===== src/rtl/id_stage.sv =====
// Decode stage for a MIPS subset: decode, operand select, hazard stall, branch resolve, ID/EX register.
// Build option ID_FORWARD_EN: forward EX/MEM results into operands instead of stalling on them.
module id_stage #(
  parameter int unsigned ALUOP_W    = 5,
  parameter int unsigned DELAY_SLOT = 1
) (
  input  logic               clk,
  input  logic               rst,
  input  logic               if_valid_i,
  input  logic [31:0]        inst_i,
  input  logic [31:0]        pc_i,
  output logic               id_ready_o,
  output logic [4:0]         readAddr1_o,
  output logic [4:0]         readAddr2_o,
  input  logic [31:0]        readData1_i,
  input  logic [31:0]        readData2_i,
  input  logic               ex_writeEnable_i,
  input  logic               ex_isLoad_i,
  input  logic [4:0]         ex_writeAddr_i,
  input  logic [31:0]        ex_writeData_i,
  input  logic               mem_writeEnable_i,
  input  logic [4:0]         mem_writeAddr_i,
  input  logic [31:0]        mem_writeData_i,
  input  logic               ex_ready_i,
  output logic               ex_valid_o,
  output logic               writeEnable_o,
  output logic               memRead_o,
  output logic               invalid_o,
  output logic [31:0]        oprand1_o,
  output logic [31:0]        oprand2_o,
  output logic [4:0]         writeAddr_o,
  output logic [ALUOP_W-1:0] ALUop_o,
  output logic               branchEnable_o,
  output logic [31:0]        branchAddr_o
);

  localparam logic [ALUOP_W-1:0] AluAnd = ALUOP_W'(0);
  localparam logic [ALUOP_W-1:0] AluOr  = ALUOP_W'(1);
  localparam logic [ALUOP_W-1:0] AluXor = ALUOP_W'(2);
  localparam logic [ALUOP_W-1:0] AluNor = ALUOP_W'(3);
  localparam logic [ALUOP_W-1:0] AluAdd = ALUOP_W'(4);
  localparam logic [ALUOP_W-1:0] AluSub = ALUOP_W'(5);
  localparam logic [ALUOP_W-1:0] AluSll = ALUOP_W'(6);
  localparam logic [ALUOP_W-1:0] AluSrl = ALUOP_W'(7);

  localparam logic [5:0] OpSpecial = 6'h00, OpBeq = 6'h04, OpBne = 6'h05, OpAddiu = 6'h09;
  localparam logic [5:0] OpAndi = 6'h0C, OpOri = 6'h0D, OpXori = 6'h0E, OpLui = 6'h0F;
  localparam logic [5:0] OpLw = 6'h23;
  localparam logic [5:0] FnSll = 6'h00, FnSrl = 6'h02, FnAddu = 6'h21, FnSubu = 6'h23;
  localparam logic [5:0] FnAnd = 6'h24, FnOr = 6'h25, FnXor = 6'h26, FnNor = 6'h27;

  logic [5:0]  opcode, funct;
  logic [4:0]  rs, rt, rd, shamt;
  logic [15:0] imm;
  logic [31:0] imm_zext, imm_sext;

  assign opcode   = inst_i[31:26];
  assign rs       = inst_i[25:21];
  assign rt       = inst_i[20:16];
  assign rd       = inst_i[15:11];
  assign shamt    = inst_i[10:6];
  assign funct    = inst_i[5:0];
  assign imm      = inst_i[15:0];
  assign imm_zext = {16'h0000, imm};
  assign imm_sext = {{16{imm[15]}}, imm};

  assign readAddr1_o = rs;
  assign readAddr2_o = rt;

  logic ex_hit_rs, ex_hit_rt, mem_hit_rs, mem_hit_rt;
  assign ex_hit_rs  = ex_writeEnable_i && (rs != 5'd0) && (ex_writeAddr_i == rs);
  assign ex_hit_rt  = ex_writeEnable_i && (rt != 5'd0) && (ex_writeAddr_i == rt);
  assign mem_hit_rs = mem_writeEnable_i && (rs != 5'd0) && (mem_writeAddr_i == rs);
  assign mem_hit_rt = mem_writeEnable_i && (rt != 5'd0) && (mem_writeAddr_i == rt);

  logic [31:0] src1, src2;
`ifdef ID_FORWARD_EN
  // EX holds the younger result, so it wins over MEM.
  assign src1 = (rs == 5'd0) ? 32'd0 : ex_hit_rs ? ex_writeData_i :
                mem_hit_rs ? mem_writeData_i : readData1_i;
  assign src2 = (rt == 5'd0) ? 32'd0 : ex_hit_rt ? ex_writeData_i :
                mem_hit_rt ? mem_writeData_i : readData2_i;
`else
  logic unused_fwd_data;
  assign unused_fwd_data = ^{ex_writeData_i, mem_writeData_i};
  assign src1 = (rs == 5'd0) ? 32'd0 : readData1_i;
  assign src2 = (rt == 5'd0) ? 32'd0 : readData2_i;
`endif

  logic                dec_ok, use_rs, use_rt, dec_we, dec_mr, is_br, is_bne;
  logic [ALUOP_W-1:0]  dec_alu;
  logic [31:0]         dec_op1, dec_op2;
  logic [4:0]          dec_waddr;

  always_comb begin
    dec_ok    = 1'b1;
    use_rs    = 1'b1;
    use_rt    = 1'b0;
    dec_we    = 1'b1;
    dec_mr    = 1'b0;
    is_br     = 1'b0;
    is_bne    = 1'b0;
    dec_alu   = AluAnd;
    dec_op1   = src1;
    dec_op2   = src2;
    dec_waddr = rt;
    unique case (opcode)
      OpSpecial: begin
        use_rt    = 1'b1;
        dec_waddr = rd;
        unique case (funct)
          FnAnd:   dec_alu = AluAnd;
          FnOr:    dec_alu = AluOr;
          FnXor:   dec_alu = AluXor;
          FnNor:   dec_alu = AluNor;
          FnAddu:  dec_alu = AluAdd;
          FnSubu:  dec_alu = AluSub;
          FnSll, FnSrl: begin
            dec_alu = (funct == FnSll) ? AluSll : AluSrl;
            use_rs  = 1'b0;
            dec_op1 = {27'd0, shamt};
          end
          default: begin
            dec_ok = 1'b0;
            use_rs = 1'b0;
            use_rt = 1'b0;
            dec_we = 1'b0;
          end
        endcase
      end
      OpOri:   begin dec_alu = AluOr;  dec_op2 = imm_zext; end
      OpAndi:  begin dec_alu = AluAnd; dec_op2 = imm_zext; end
      OpXori:  begin dec_alu = AluXor; dec_op2 = imm_zext; end
      OpAddiu: begin dec_alu = AluAdd; dec_op2 = imm_sext; end
      OpLw:    begin dec_alu = AluAdd; dec_op2 = imm_sext; dec_mr = 1'b1; end
      OpLui: begin
        use_rs  = 1'b0;
        dec_alu = AluOr;
        dec_op1 = 32'd0;
        dec_op2 = {imm, 16'h0000};
      end
      OpBeq, OpBne: begin
        use_rt = 1'b1;
        dec_we = 1'b0;
        is_br  = 1'b1;
        is_bne = (opcode == OpBne);
      end
      default: begin
        dec_ok = 1'b0;
        use_rs = 1'b0;
        dec_we = 1'b0;
      end
    endcase
  end

  logic load_hit, hazard, advance, accept, taken;
  logic [31:0] br_target;

  assign load_hit = ex_isLoad_i && ((use_rs && ex_hit_rs) || (use_rt && ex_hit_rt));
`ifdef ID_FORWARD_EN
  assign hazard = load_hit;
`else
  assign hazard = load_hit || (use_rs && (ex_hit_rs || mem_hit_rs)) ||
                  (use_rt && (ex_hit_rt || mem_hit_rt));
`endif

  logic                ex_valid_q, ex_valid_d, we_q, we_d, mr_q, mr_d, inv_q, inv_d;
  logic                br_en_q, br_en_d, squash_q, squash_d;
  logic [31:0]         op1_q, op1_d, op2_q, op2_d, br_addr_q, br_addr_d;
  logic [4:0]          waddr_q, waddr_d;
  logic [ALUOP_W-1:0]  alu_q, alu_d;

  assign advance    = ex_ready_i || !ex_valid_q;
  assign id_ready_o = advance && !hazard && !rst;
  assign accept     = if_valid_i && id_ready_o;
  assign taken      = is_bne ? (src1 != src2) : (src1 == src2);
  assign br_target  = pc_i + 32'd4 + {imm_sext[29:0], 2'b00};

  always_comb begin
    ex_valid_d = ex_valid_q;
    we_d       = we_q;
    mr_d       = mr_q;
    inv_d      = inv_q;
    op1_d      = op1_q;
    op2_d      = op2_q;
    waddr_d    = waddr_q;
    alu_d      = alu_q;
    br_en_d    = 1'b0;
    br_addr_d  = br_addr_q;
    squash_d   = squash_q;
    if (advance) begin
      ex_valid_d = 1'b0;
      we_d       = 1'b0;
      mr_d       = 1'b0;
      inv_d      = 1'b0;
      op1_d      = 32'd0;
      op2_d      = 32'd0;
      waddr_d    = 5'd0;
      alu_d      = AluAnd;
      if (accept) begin
        if (squash_q) begin
          squash_d = 1'b0;
        end else if (is_br) begin
          br_en_d   = taken;
          br_addr_d = br_target;
          squash_d  = taken && (DELAY_SLOT == 0);
        end else if (!dec_ok) begin
          inv_d = 1'b1;
        end else begin
          ex_valid_d = 1'b1;
          we_d       = dec_we;
          mr_d       = dec_mr;
          op1_d      = dec_op1;
          op2_d      = dec_op2;
          waddr_d    = dec_waddr;
          alu_d      = dec_alu;
        end
      end
    end
  end

  always_ff @(posedge clk) begin
    if (rst) begin
      ex_valid_q <= 1'b0;
      we_q       <= 1'b0;
      mr_q       <= 1'b0;
      inv_q      <= 1'b0;
      op1_q      <= 32'd0;
      op2_q      <= 32'd0;
      waddr_q    <= 5'd0;
      alu_q      <= '0;
      br_en_q    <= 1'b0;
      br_addr_q  <= 32'd0;
      squash_q   <= 1'b0;
    end else begin
      ex_valid_q <= ex_valid_d;
      we_q       <= we_d;
      mr_q       <= mr_d;
      inv_q      <= inv_d;
      op1_q      <= op1_d;
      op2_q      <= op2_d;
      waddr_q    <= waddr_d;
      alu_q      <= alu_d;
      br_en_q    <= br_en_d;
      br_addr_q  <= br_addr_d;
      squash_q   <= squash_d;
    end
  end

  assign ex_valid_o     = ex_valid_q;
  assign writeEnable_o  = we_q;
  assign memRead_o      = mr_q;
  assign invalid_o      = inv_q;
  assign oprand1_o      = op1_q;
  assign oprand2_o      = op2_q;
  assign writeAddr_o    = waddr_q;
  assign ALUop_o        = alu_q;
  assign branchEnable_o = br_en_q;
  assign branchAddr_o   = br_addr_q;

endmodule


===== config.mk =====
export PLATFORM = sky130hd
export DESIGN_NAME = id_stage
export DESIGN_NICKNAME = d
export VERILOG_FILES = /design/src/rtl/id_stage.sv
export SDC_FILE = /design/constraint.sdc
export NUM_CORES = 1
export LEC_CHECK = 0
export CORE_MARGIN = 5
export CORE_UTILIZATION = 40
export DETAILED_ROUTE_END_ITERATION = 10
export PLACE_DENSITY = 0.84
export REMOVE_ABC_BUFFERS = 1
export SLEW_MARGIN = 20
export SYNTH_ARGS = -nofsm -noshare
export SYNTH_HDL_FRONTEND = slang
export SYNTH_SLANG_ARGS = --single-unit
export TNS_END_PERCENT = 20

===== constraint.sdc =====
create_clock -name clk -period 4.88 [get_ports clk]
set_clock_uncertainty 0.05 [all_clocks]
set_input_delay 0.976 -clock clk [delete_from_list [all_inputs] [get_ports clk]]
set_output_delay 0.976 -clock clk [all_outputs]
set_load 0.05 [all_outputs]

==> out/qor.log <==
INFO  synthesis      synthArstFlopShare=0%
INFO  synthesis      synth-edff-count=0
INFO  drt            final_routed_wire_length_divided_by_cell_count=19.9um
INFO  timing         finalSetupTns=0ns
INFO  timing         worst-slew-pin-transition=0.937ns
INFO  worst_setup_path critPathArrivalTime=3.30ns
INFO  drt            via_per_inst=5.72
INFO  synthesis      avg_synthesized_cell_area=8.16um^2
INFO  worst_setup_path cp-startpoint=inst_i[26]
INFO  layout         drive_gt1_share=5.69%
INFO  clock_tree     clock_path_buffers=2
INFO  worst_setup_path critPathKind=in -> out
INFO  clock_tree     numCtsBuffers=9
INFO  floorplanning  die_y=144um
INFO  placed_design  routabilityCongestion=0.953
INFO  worst_setup_path critPathMaxFanout=8
INFO  clock_tree     clock_insertion_delay_worst_skew=0.36ns
INFO  timing         drv_slew=0
INFO  drt            drc_errors=0
INFO  power          power.ir.vdd_worst=0.192mV
INFO  drt            detail_route.first_pass.iterations=6
INFO  job            max_cap_viol_count=0
INFO  floorplanning  num_rows=48
INFO  floorplanning  num_io_pins=331
INFO  timing         hold_violations=0
INFO  placed_design  portBuffers=263
INFO  synthesis      netlist_instances=876
INFO  worst_setup_path cp-end-kind=output pin
INFO  worst_setup_path worst_r2r_startpoint=ex_valid_o
INFO  drt            antenna_left=0
INFO  synthesis      ys_seq_area_share=30.5%
INFO  worst_setup_path critPathRequiredTime=3.85ns
INFO  clock_tree     htree_num_levels=3
INFO  worst_hold_path hp-class=reg -> reg
INFO  layout         n_antenna_cell=0
INFO  layout         flow.area_growth_from_synthesis=44.0%
INFO  layout         utilization_after_layout=59.1%
INFO  synthesis      yosys.area.top_type_share=30.5%
INFO  floorplanning  die_w=144um
INFO  grt            grt_max_degree=68
INFO  drt            initialDrtViolationCount=555
INFO  grt            gr-usage-all-layers=25.4%
INFO  worst_setup_path critical_path.reg2reg.endpoint=oprand1_o[20]
INFO  timing         clock.fmax=0.231GHz
INFO  worst_setup_path start_kind=input port
INFO  synthesis      synth_cell_area=7150um^2
INFO  run_status     run_status=finished, final reports clean
INFO  layout         final_cell_mix=sky130_fd_sc_hd__clkdlybuf4s50_1 (262), sky130_fd_sc_hd__nand2_1 (115), sky130_fd_sc_hd__o21ai_0 (112), sky130_fd_sc_hd__dfxtp_1 (109), sky130_fd_sc_hd__ha_1 (57)
INFO  worst_setup_path r2r.worst_path.cells=9
INFO  worst_setup_path r2r_setup_slack=2.55ns
INFO  clock_tree     clkSlewWorstSetupHoldPaths=0.08ns
INFO  synthesis      synth_top_area_cell=sky130_fd_sc_hd__dfxtp_1
INFO  timing         setup_repair_after_global_routing_missed_its_margin=false
INFO  power          pwr_density_cell=228nW/um^2
INFO  grt            grt-ovfl-total=0
INFO  timing         hold_slack=0.405ns
INFO  floorplanning  core_area=17400um^2
INFO  synthesis      yosys_most_used_dff=sky130_fd_sc_hd__dfxtp_1
INFO  floorplanning  die-area=20600um^2
INFO  synthesis      synth_top_cells_by_area=sky130_fd_sc_hd__dfxtp_1 (31%), sky130_fd_sc_hd__ha_1 (10%), sky130_fd_sc_hd__o21ai_0 (7.8%), sky130_fd_sc_hd__nand2_1 (6.0%), sky130_fd_sc_hd__xnor2_1 (5.4%)
INFO  synthesis      synth-seq-cells=109
INFO  placed_design  pre_cts_ws=0.350ns
INFO  timing         timing.final.crit_share=88.7%
INFO  clock_tree     cts_hold_buf=0
INFO  power          power_leakage=0.00381uW
INFO  clock_tree     cts_repair_resize_count=0
INFO  floorplanning  initial_core_util=41.0%
INFO  worst_setup_path setup.worst_path.end=id_ready_o
INFO  grt            grt_antenna_before_repair=1
INFO  timing         maxSlewHeadroom=37.4%
INFO  timing         setup_viol=0
INFO  timing         final.min_clock_period=4.33ns
INFO  synthesis      ys_types=68
INFO  drt            vias=7721
INFO  layout         fill_cells=1573
INFO  grt            via_count_of_the_first_global_routing_pass=7861
INFO  grt            wire_length_of_the_first_global_routing_pass=41100um
INFO  layout         finalNetCount=1386
INFO  clock_tree     tritoncts=done
INFO  clock_tree     cts_sinks=109
INFO  placed_design  dpl.hpwl=21300um
INFO  layout         final_common_cell=sky130_fd_sc_hd__clkdlybuf4s50_1
INFO  clock_tree     cts.repair_timing.setup_buffer_count=0
INFO  drt            drt-total-wl=26900um
INFO  timing         min_setup_slack_post_route=0.552ns
INFO  synthesis      synth-warning-count=0
INFO  clock_tree     clockRootBuffer=sky130_fd_sc_hd__clkbuf_16
[logic make-up (layout without fill, tap and decap cells)]
| logic type | count (synthesis) | in the layout | share of synthesized area, % |
|---|---|---|---|
| compound gates | 321 | 321 | 29.5 |
| xor+xnor | 53 | 53 | 6.49 |
| fa+ha+maj | 58 | 58 | 10.3 |
| buf+inv | 70 | 317 | 4.66 |
| flops | 109 | 109 | 30.5 |
| mux | 2 | 2 | 0.298 |
| other cells | 1 | 2 | 0.0525 |
| simple gates | 262 | 262 | 18.2 |
[flip-flops by register name, indices dropped and copies added (netlist names), 3 cells and up]
register,flops
writeAddr_o,5
branchAddr_o,32
ALUop_o,3
oprand1_o,32
oprand2_o,32
[synthesized netlist by cell type, drive strengths merged, types with 6 or more instances]
cell / instances
nor4: 7
or4: 6
ha: 57
nand3: 21
nand2: 115
xnor2: 44
a311oi: 8
a221oi: 16
or3: 6
dfxtp: 109
clkbuf: 36
a211oi: 11
a22oi: 43
inv: 11
a21o: 10
o21a: 7
nor2: 43
o21ai: 114
a21oi: 54
nand4: 11
nand3b: 14
buf: 23
xor2: 9
nor2b: 6
a22o: 27
nand2b: 9
[layout make-up]
class | count | area, um^2 | area share, %
Sequential cell | 109 | 2180 | 21.2
Inverter | 11 | 41.3 | 0.401
Timing Repair Buffer | 290 | 2830 | 27.5
Multi-Input combinational cell | 698 | 4650 | 45.2
Clock buffer | 9 | 225 | 2.19
Tap cell | 225 | 282 | 2.73
Clock inverter | 7 | 81.3 | 0.790
[worst min path at each step]
| stage | startpoint | end | slack [ns] | cells after the start |
|---|---|---|---|---|
| floorplan | writeEnable_o | writeEnable_o | 0.62 | 2 |
| global placement | oprand2_o[0] | oprand2_o[0] | 0.38 | 2 |
| detailed placement | oprand2_o[20] | oprand2_o[20] | 0.39 | 2 |
| CTS | branchAddr_o[26] | branchAddr_o[26] | 0.41 | 2 |
| global route | branchAddr_o[10] | branchAddr_o[10] | 0.43 | 2 |
| finish | branchAddr_o[8] | branchAddr_o[8] | 0.41 | 2 |
[stage by stage]
| step | power (uW) | area, um^2 | cells |
|---|---|---|---|
| after global routing | 2460 | 10300 | 1349 |
| after floorplan | 1280 | 6860 | 818 |
| after global placement | 1570 | 9990 | 1333 |
| after detailed placement | 1580 | 9990 | 1333 |
| after CTS | 2360 | 10300 | 1349 |
| final | 2350 | 10300 | 1349 |
[routing by layer]
metal	GRT usage, %	part of all wire [%]
met5	0	0.074
met4	12.7	4.8
met3	7.15	9.5
met2	42.2	47
met1	29.9	38
[power by group]
group | leakage (uW) | switching [uW] | internal (uW) | total (uW)
clock network | 0.000151 | 403 | 372 | 775
registers | 0.000879 | 3.91 | 896 | 900
logic | 0.00278 | 360 | 312 | 672
total | 0.00381 | 767 | 1580 | 2350
[critical path, cell delays in order]
cell and delay [ns]:
sky130_fd_sc_hd__clkdlybuf4s50_1 0.64, sky130_fd_sc_hd__nor4_4 0.51, sky130_fd_sc_hd__nand3_1 0.32, sky130_fd_sc_hd__o21ai_1 0.35, sky130_fd_sc_hd__a31oi_4 0.14, sky130_fd_sc_hd__and2_1 0.18, sky130_fd_sc_hd__buf_4 0.19
Note: power is estimated with default switching activity, not from simulation.
